### src/rtl/fir_ctrl.sv
// Frame sequencer for a memory-mapped FIR core: clears the filter, loads a frame, runs compute, then streams results out.
// Optional compute watchdog: define FIR_CTRL_TIMEOUT_EN to enable it (err then flags a stuck compute).
module fir_ctrl #(
  parameter int unsigned SIGNAL_LENGTH  = 1000,
  parameter int unsigned TIMEOUT_CYCLES = 200000
) (
  input  logic        clk,
  input  logic        reset,
  input  logic        in_valid,
  input  logic [31:0] in_data,
  output logic        in_ready,
  output logic        out_valid,
  output logic [31:0] out_data,
  input  logic        out_ready,
  output logic        out_last,
  output logic        fir_clr,
  output logic [1:0]  fir_op,
  output logic [31:0] fir_addr,
  output logic [31:0] fir_x,
  input  logic [31:0] fir_y,
  input  logic        fir_done,
  output logic        busy,
  output logic        err,
  output logic [2:0]  dbg_state_o
);

  typedef enum logic [2:0] {
    S_IDLE     = 3'd0,
    S_CLEAR    = 3'd1,
    S_LOAD     = 3'd2,
    S_COMPUTE  = 3'd3,
    S_RD_ISSUE = 3'd4,
    S_RD_CAP   = 3'd5,
    S_OUT      = 3'd6
  } state_t;

  localparam logic [1:0]  OP_IDLE  = 2'b00;
  localparam logic [1:0]  OP_WRITE = 2'b01;
  localparam logic [1:0]  OP_COMP  = 2'b10;
  localparam logic [1:0]  OP_READ  = 2'b11;
  localparam logic [31:0] LAST_K   = 32'(SIGNAL_LENGTH - 1);

  if (SIGNAL_LENGTH == 0) begin : g_bad_len
    $error("fir_ctrl: SIGNAL_LENGTH must be at least 1");
  end
  if (TIMEOUT_CYCLES == 0) begin : g_bad_tmo
    $error("fir_ctrl: TIMEOUT_CYCLES must be at least 1");
  end

  state_t      state_q, state_d;
  logic [31:0] k_q, k_d;
  logic        out_valid_q, out_valid_d;
  logic [31:0] out_data_q, out_data_d;
  logic        out_last_q, out_last_d;

`ifdef FIR_CTRL_TIMEOUT_EN
  localparam logic [31:0] TMO_LAST = 32'(TIMEOUT_CYCLES - 1);
  logic [31:0] tmo_q, tmo_d;
  logic        err_q, err_d;
`endif

  // Both streams use valid/ready: a beat transfers on a rising edge where valid
  // and ready are both high; a source holds valid and data stable until then.
  always_ff @(posedge clk) begin
    if (!reset) begin
      state_q     <= S_IDLE;
      k_q         <= '0;
      out_valid_q <= 1'b0;
      out_data_q  <= '0;
      out_last_q  <= 1'b0;
`ifdef FIR_CTRL_TIMEOUT_EN
      tmo_q       <= '0;
      err_q       <= 1'b0;
`endif
    end else begin
      state_q     <= state_d;
      k_q         <= k_d;
      out_valid_q <= out_valid_d;
      out_data_q  <= out_data_d;
      out_last_q  <= out_last_d;
`ifdef FIR_CTRL_TIMEOUT_EN
      tmo_q       <= tmo_d;
      err_q       <= err_d;
`endif
    end
  end

  always_comb begin
    state_d     = state_q;
    k_d         = k_q;
    out_valid_d = out_valid_q;
    out_data_d  = out_data_q;
    out_last_d  = out_last_q;
    in_ready    = 1'b0;
    fir_op      = OP_IDLE;
    fir_addr    = '0;
    fir_x       = '0;
`ifdef FIR_CTRL_TIMEOUT_EN
    tmo_d       = tmo_q;
    err_d       = err_q;
`endif

    unique case (state_q)
      S_IDLE: begin
        // The waiting sample is left on the bus; LOAD consumes it after the clear.
        if (in_valid) state_d = S_CLEAR;
      end

      S_CLEAR: begin
        k_d     = '0;
        state_d = S_LOAD;
`ifdef FIR_CTRL_TIMEOUT_EN
        tmo_d   = '0;
`endif
      end

      S_LOAD: begin
        in_ready = 1'b1;
        if (in_valid) begin
          fir_op   = OP_WRITE;
          fir_addr = k_q;
          fir_x    = in_data;
          if (k_q == LAST_K) begin
            k_d     = '0;
            state_d = S_COMPUTE;
          end else begin
            k_d = k_q + 32'd1;
          end
        end
      end

      S_COMPUTE: begin
        if (fir_done) begin
          state_d = S_RD_ISSUE;
        end else begin
          fir_op = OP_COMP;
`ifdef FIR_CTRL_TIMEOUT_EN
          tmo_d = tmo_q + 32'd1;
          if (tmo_q == TMO_LAST) begin
            err_d   = 1'b1;
            tmo_d   = '0;
            state_d = S_IDLE;
          end
`endif
        end
      end

      S_RD_ISSUE: begin
        fir_op   = OP_READ;
        fir_addr = k_q;
        state_d  = S_RD_CAP;
      end

      S_RD_CAP: begin
        // The filter registers its read data, so fir_y is valid one cycle after the issue.
        out_data_d  = fir_y;
        out_valid_d = 1'b1;
        out_last_d  = (k_q == LAST_K);
        state_d     = S_OUT;
      end

      S_OUT: begin
        if (out_ready) begin
          out_valid_d = 1'b0;
          if (out_last_q) begin
            out_last_d = 1'b0;
            k_d        = '0;
            state_d    = S_IDLE;
          end else begin
            k_d     = k_q + 32'd1;
            state_d = S_RD_ISSUE;
          end
        end
      end

      default: state_d = S_IDLE;
    endcase

    // Nothing reaches the filter bus or the upstream handshake while reset is held.
    if (!reset) begin
      in_ready = 1'b0;
      fir_op   = OP_IDLE;
      fir_addr = '0;
      fir_x    = '0;
    end
  end

  assign fir_clr     = !reset || (state_q == S_CLEAR);
  assign busy        = reset && (state_q != S_IDLE);
  assign out_valid   = out_valid_q;
  assign out_data    = out_data_q;
  assign out_last    = out_last_q;
  assign dbg_state_o = state_q;

`ifdef FIR_CTRL_TIMEOUT_EN
  assign err = err_q;
`else
  assign err = 1'b0;
`endif

endmodule

### config.mk
export PLATFORM = sky130hd
export DESIGN_NAME = fir_ctrl
export DESIGN_NICKNAME = d
export VERILOG_FILES = /design/src/rtl/fir_ctrl.sv
export SDC_FILE = /design/constraint.sdc
export NUM_CORES = 1
export LEC_CHECK = 0
export ABC_CLOCK_PERIOD_IN_PS = 4680
export CAP_MARGIN = 20
export CORE_ASPECT_RATIO = 1.2
export CORE_MARGIN = 10
export CORE_UTILIZATION = 45
export DETAILED_ROUTE_END_ITERATION = 7
export PLACE_DENSITY = 0.95
export SLEW_MARGIN = 10
export SYNTH_ARGS = -nofsm -noshare
export SYNTH_HDL_FRONTEND = slang
export SYNTH_SLANG_ARGS = --single-unit
### constraint.sdc
create_clock -name clk -period 4.68 [get_ports clk]
set_input_delay 0.936 -clock clk [delete_from_list [all_inputs] [get_ports clk]]
set_output_delay 0.936 -clock clk [all_outputs]
set_load 0.01 [all_outputs]
==> impl_metrics.env <==
export IMPL_status="completed"
export IMPL_nNetsFinal=701
export IMPL_crit_chain="clkdlybuf4s50_1 > and3_1 > and2_1 > clkdlybuf4s50_1"
export IMPL_numCtsBuffers=9
export IMPL_required_ps=3740
export IMPL_synthSimpleGateAreaFrac_pct=37.7
export IMPL_hold_buffers=0
export IMPL_place_hpwl_mm=9.73
export IMPL_synth_xor_area_share_pct=3.99
export IMPL_max_cap_violations=0
export IMPL_worst_pin_slew_ps=787
export IMPL_synth_avg_cell_area_um2=7.91
export IMPL_end_kind="primary output"
export IMPL_drt_total_wl_mm=12.4
export IMPL_grt_total_usage_pct=19.6
export IMPL_clk_path_buf_depth=2
export IMPL_drive_gt1_share_pct=5.19
export IMPL_hold_path_class="flop to flop"
export IMPL_cts_setup_buffers=0
export IMPL_syn_area_mm2=0.00373
export IMPL_fin_crit_sh_pct=87.8
export IMPL_hold_viol=0
export IMPL_timing_rr_start="k_q[0]"
export IMPL_grt_pass1_wl_mm=19.6
export IMPL_layout_cells_most_common="clkdlybuf4s50_1"
export IMPL_slowest_stage="and3_1"
export IMPL_fillCellCount=640
export IMPL_synth_top_family_by_area="simple AND/OR/NAND/NOR gates"
export IMPL_synth_compound_area_share_pct=16.1
export IMPL_start_util_pct=46.1
export IMPL_vias=3926
export IMPL_syn_to_final_growth_pct=52.0
export IMPL_leakage_nw=2.00
export IMPL_io_pins=176
export IMPL_die_area_mm2=0.0124
export IMPL_cp_start_kind="input port"
export IMPL_antenna_left=0
export IMPL_async_reset_ff_share_pct=0
export IMPL_grt_start_max_net_pins=38
export IMPL_crit_top_cell="clkdlybuf4s50_1"
export IMPL_clock_latency_ps=340
export IMPL_syn_inst=472
export IMPL_syn_nets=542
export IMPL_final_cell_mix="clkdlybuf4s50_1 (174), nand2_1 (89), dfxtp_1 (69)"
export IMPL_drc=0
export IMPL_period_needed_ps=4110
export IMPL_portBuffers=174
export IMPL_diodes=0
export IMPL_wl_per_cell_um=17.0
export IMPL_cts_resized=0
export IMPL_worstSetupStartpoint="reset"
export IMPL_min_from="out_data[31]"
export IMPL_rsz0062_at_grt="false"
export IMPL_gp_congestion=0.914
export IMPL_final_max_slew_viol_count=0
export IMPL_clk_pin_slew_ps=70
export IMPL_power_density_mw_per_mm2=215
export IMPL_fp_dieW_um=103
export IMPL_die_h_um=120
export IMPL_worstSetupPathType="input port to primary output"
export IMPL_cts_htree_levels=3
export IMPL_gr_total_overflow=0
export IMPL_yosysUniqueCellTypes=53
export IMPL_clock_sinks=69
export IMPL_cts_tree="yes"
export IMPL_antenna_found_initial=0
export IMPL_fin_tns_setup_ps=0
export IMPL_setup_violations=0
export IMPL_finalClockSkew_ps=9.08
export IMPL_drtIter0Drc=190
export IMPL_fmax_mhz=243
export IMPL_critPathArrivalTime_ps=3180
export IMPL_synth_edff_count=0
export IMPL_ys_flop_type="dfxtp_1"
export IMPL_slowest_delay_ps=750
export IMPL_rows=36
export IMPL_slew_limit_headroom_pct=47.5
export IMPL_cts_root_buf="clkbuf_8"
export IMPL_ir_worst_vdd_mv=0.232
export IMPL_ys_seq_area_share_pct=37.0
export IMPL_avgViaCountPerCell=5.37
export IMPL_yosys_area_share_adder_pct=0.335
export IMPL_first_pass_iters=5
export IMPL_hold_ws_ps=462
export IMPL_synth_seq_cells=69
export IMPL_core_mm2=0.00811
export IMPL_synthMuxAreaShare_pct=0.268
export IMPL_grt_pass1_vias=3885
export IMPL_ys_warn_count=0
export IMPL_cp_max_fo=33
-- routing by layer --
| metal | GRT usage [%] | vias to the layer above | part of all wire [%] |
|---|---|---|---|
| met5 | 0 | - | 0 |
| met2 | 35.2 | 166 | 52 |
| met1 | 20.5 | 1834 | 36 |
| li1 | - | 1904 | - |
| met4 | 7.32 | 0 | 1.9 |
| met3 | 6.31 | 22 | 9.9 |
-- registers in the layout (all words and copies together) (netlist names) --
name,flops
out_last,1
out_data,32
out_valid,1
k_q,32
dbg_state_o,3
-- synth_stat cells, types with 6 or more instances --
cell type	n	area, µm²
clkbuf_1	21	78.8
and2_1	68	425
nand2_1	89	334
a21oi_1	11	55.1
nand3_1	17	85.1
a21boi_0	35	263
nand4_1	9	56.3
o21ai_0	15	75.1
dfxtp_1	69	1380
xnor2_1	8	70.1
nor4_1	6	37.5
nor2_1	32	120
nor3_1	9	45.0
xor2_1	9	78.8
and3_1	8	50.1
inv_1	6	22.5
-- cells by family (layout without fill, tap and decap cells) --
logic type,count (synthesis),after routing
AO/OA/AOI/OAI,83,83
XOR/XNOR,17,17
adder cells (fa/ha/maj),1,1
buffers and inverters,35,199
flip-flops,69,69
multiplexers,1,1
other,1,1
AND/OR/NAND/NOR,265,265
-- worst paths after layout --
kind	to	slack [ps]	cells after the start
worst max-delay path	fir_addr[29]	570	4
worst min-delay path	out_data[31]	460	2
worst max register to register	k_q[28]	2120	7
worst min register to register	out_data[31]	460	2
-- power breakdown --
group | total [mW] | internal [mW] | leakage (nW) | switching [mW]
clock network | 0.482 | 0.259 | 0.0964 | 0.222
logic | 0.141 | 0.0829 | 1.35 | 0.0577
registers | 0.597 | 0.590 | 0.556 | 0.00688
-- per-stage QoR --
| stage | instances | util, % | instance area [µm²] | total power, mW | worst slack [ps] |
|---|---|---|---|---|---|
| 6_report | 731 | 70.0 | 5680 | 1.22 | 569 |
| 4_1_cts | 731 | 70.0 | 5680 | 1.23 | 556 |
| 3_5_place_dp | 715 | 67.6 | 5480 | 0.750 | 543 |
| 5_1_grt | 731 | 70.0 | 5680 | 1.26 | 394 |
| 2_1_floorplan | 472 | - | 3730 | 0.669 | 1890 |
| 3_3_place_gp | 713 | 67.3 | 5450 | 0.746 | 674 |
-- layout make-up --
cell class / count / area, µm² / area share, %
clock inverter: 4 / 47.5 / 0.838
tap: 95 / 119 / 2.09
sequential: 69 / 1380 / 24.3
multi-input combinational: 368 / 2180 / 38.4
inverter: 6 / 22.5 / 0.397
timing repair buffer: 177 / 1780 / 31.3
clock buffer: 12 / 145 / 2.56
-- critical path, delay by kind of cell --
family / cells / cell delay [ps]
buf+inv: 2 / 1250
simple gates: 2 / 990
Note: power is estimated with default switching activity, not from simulation.
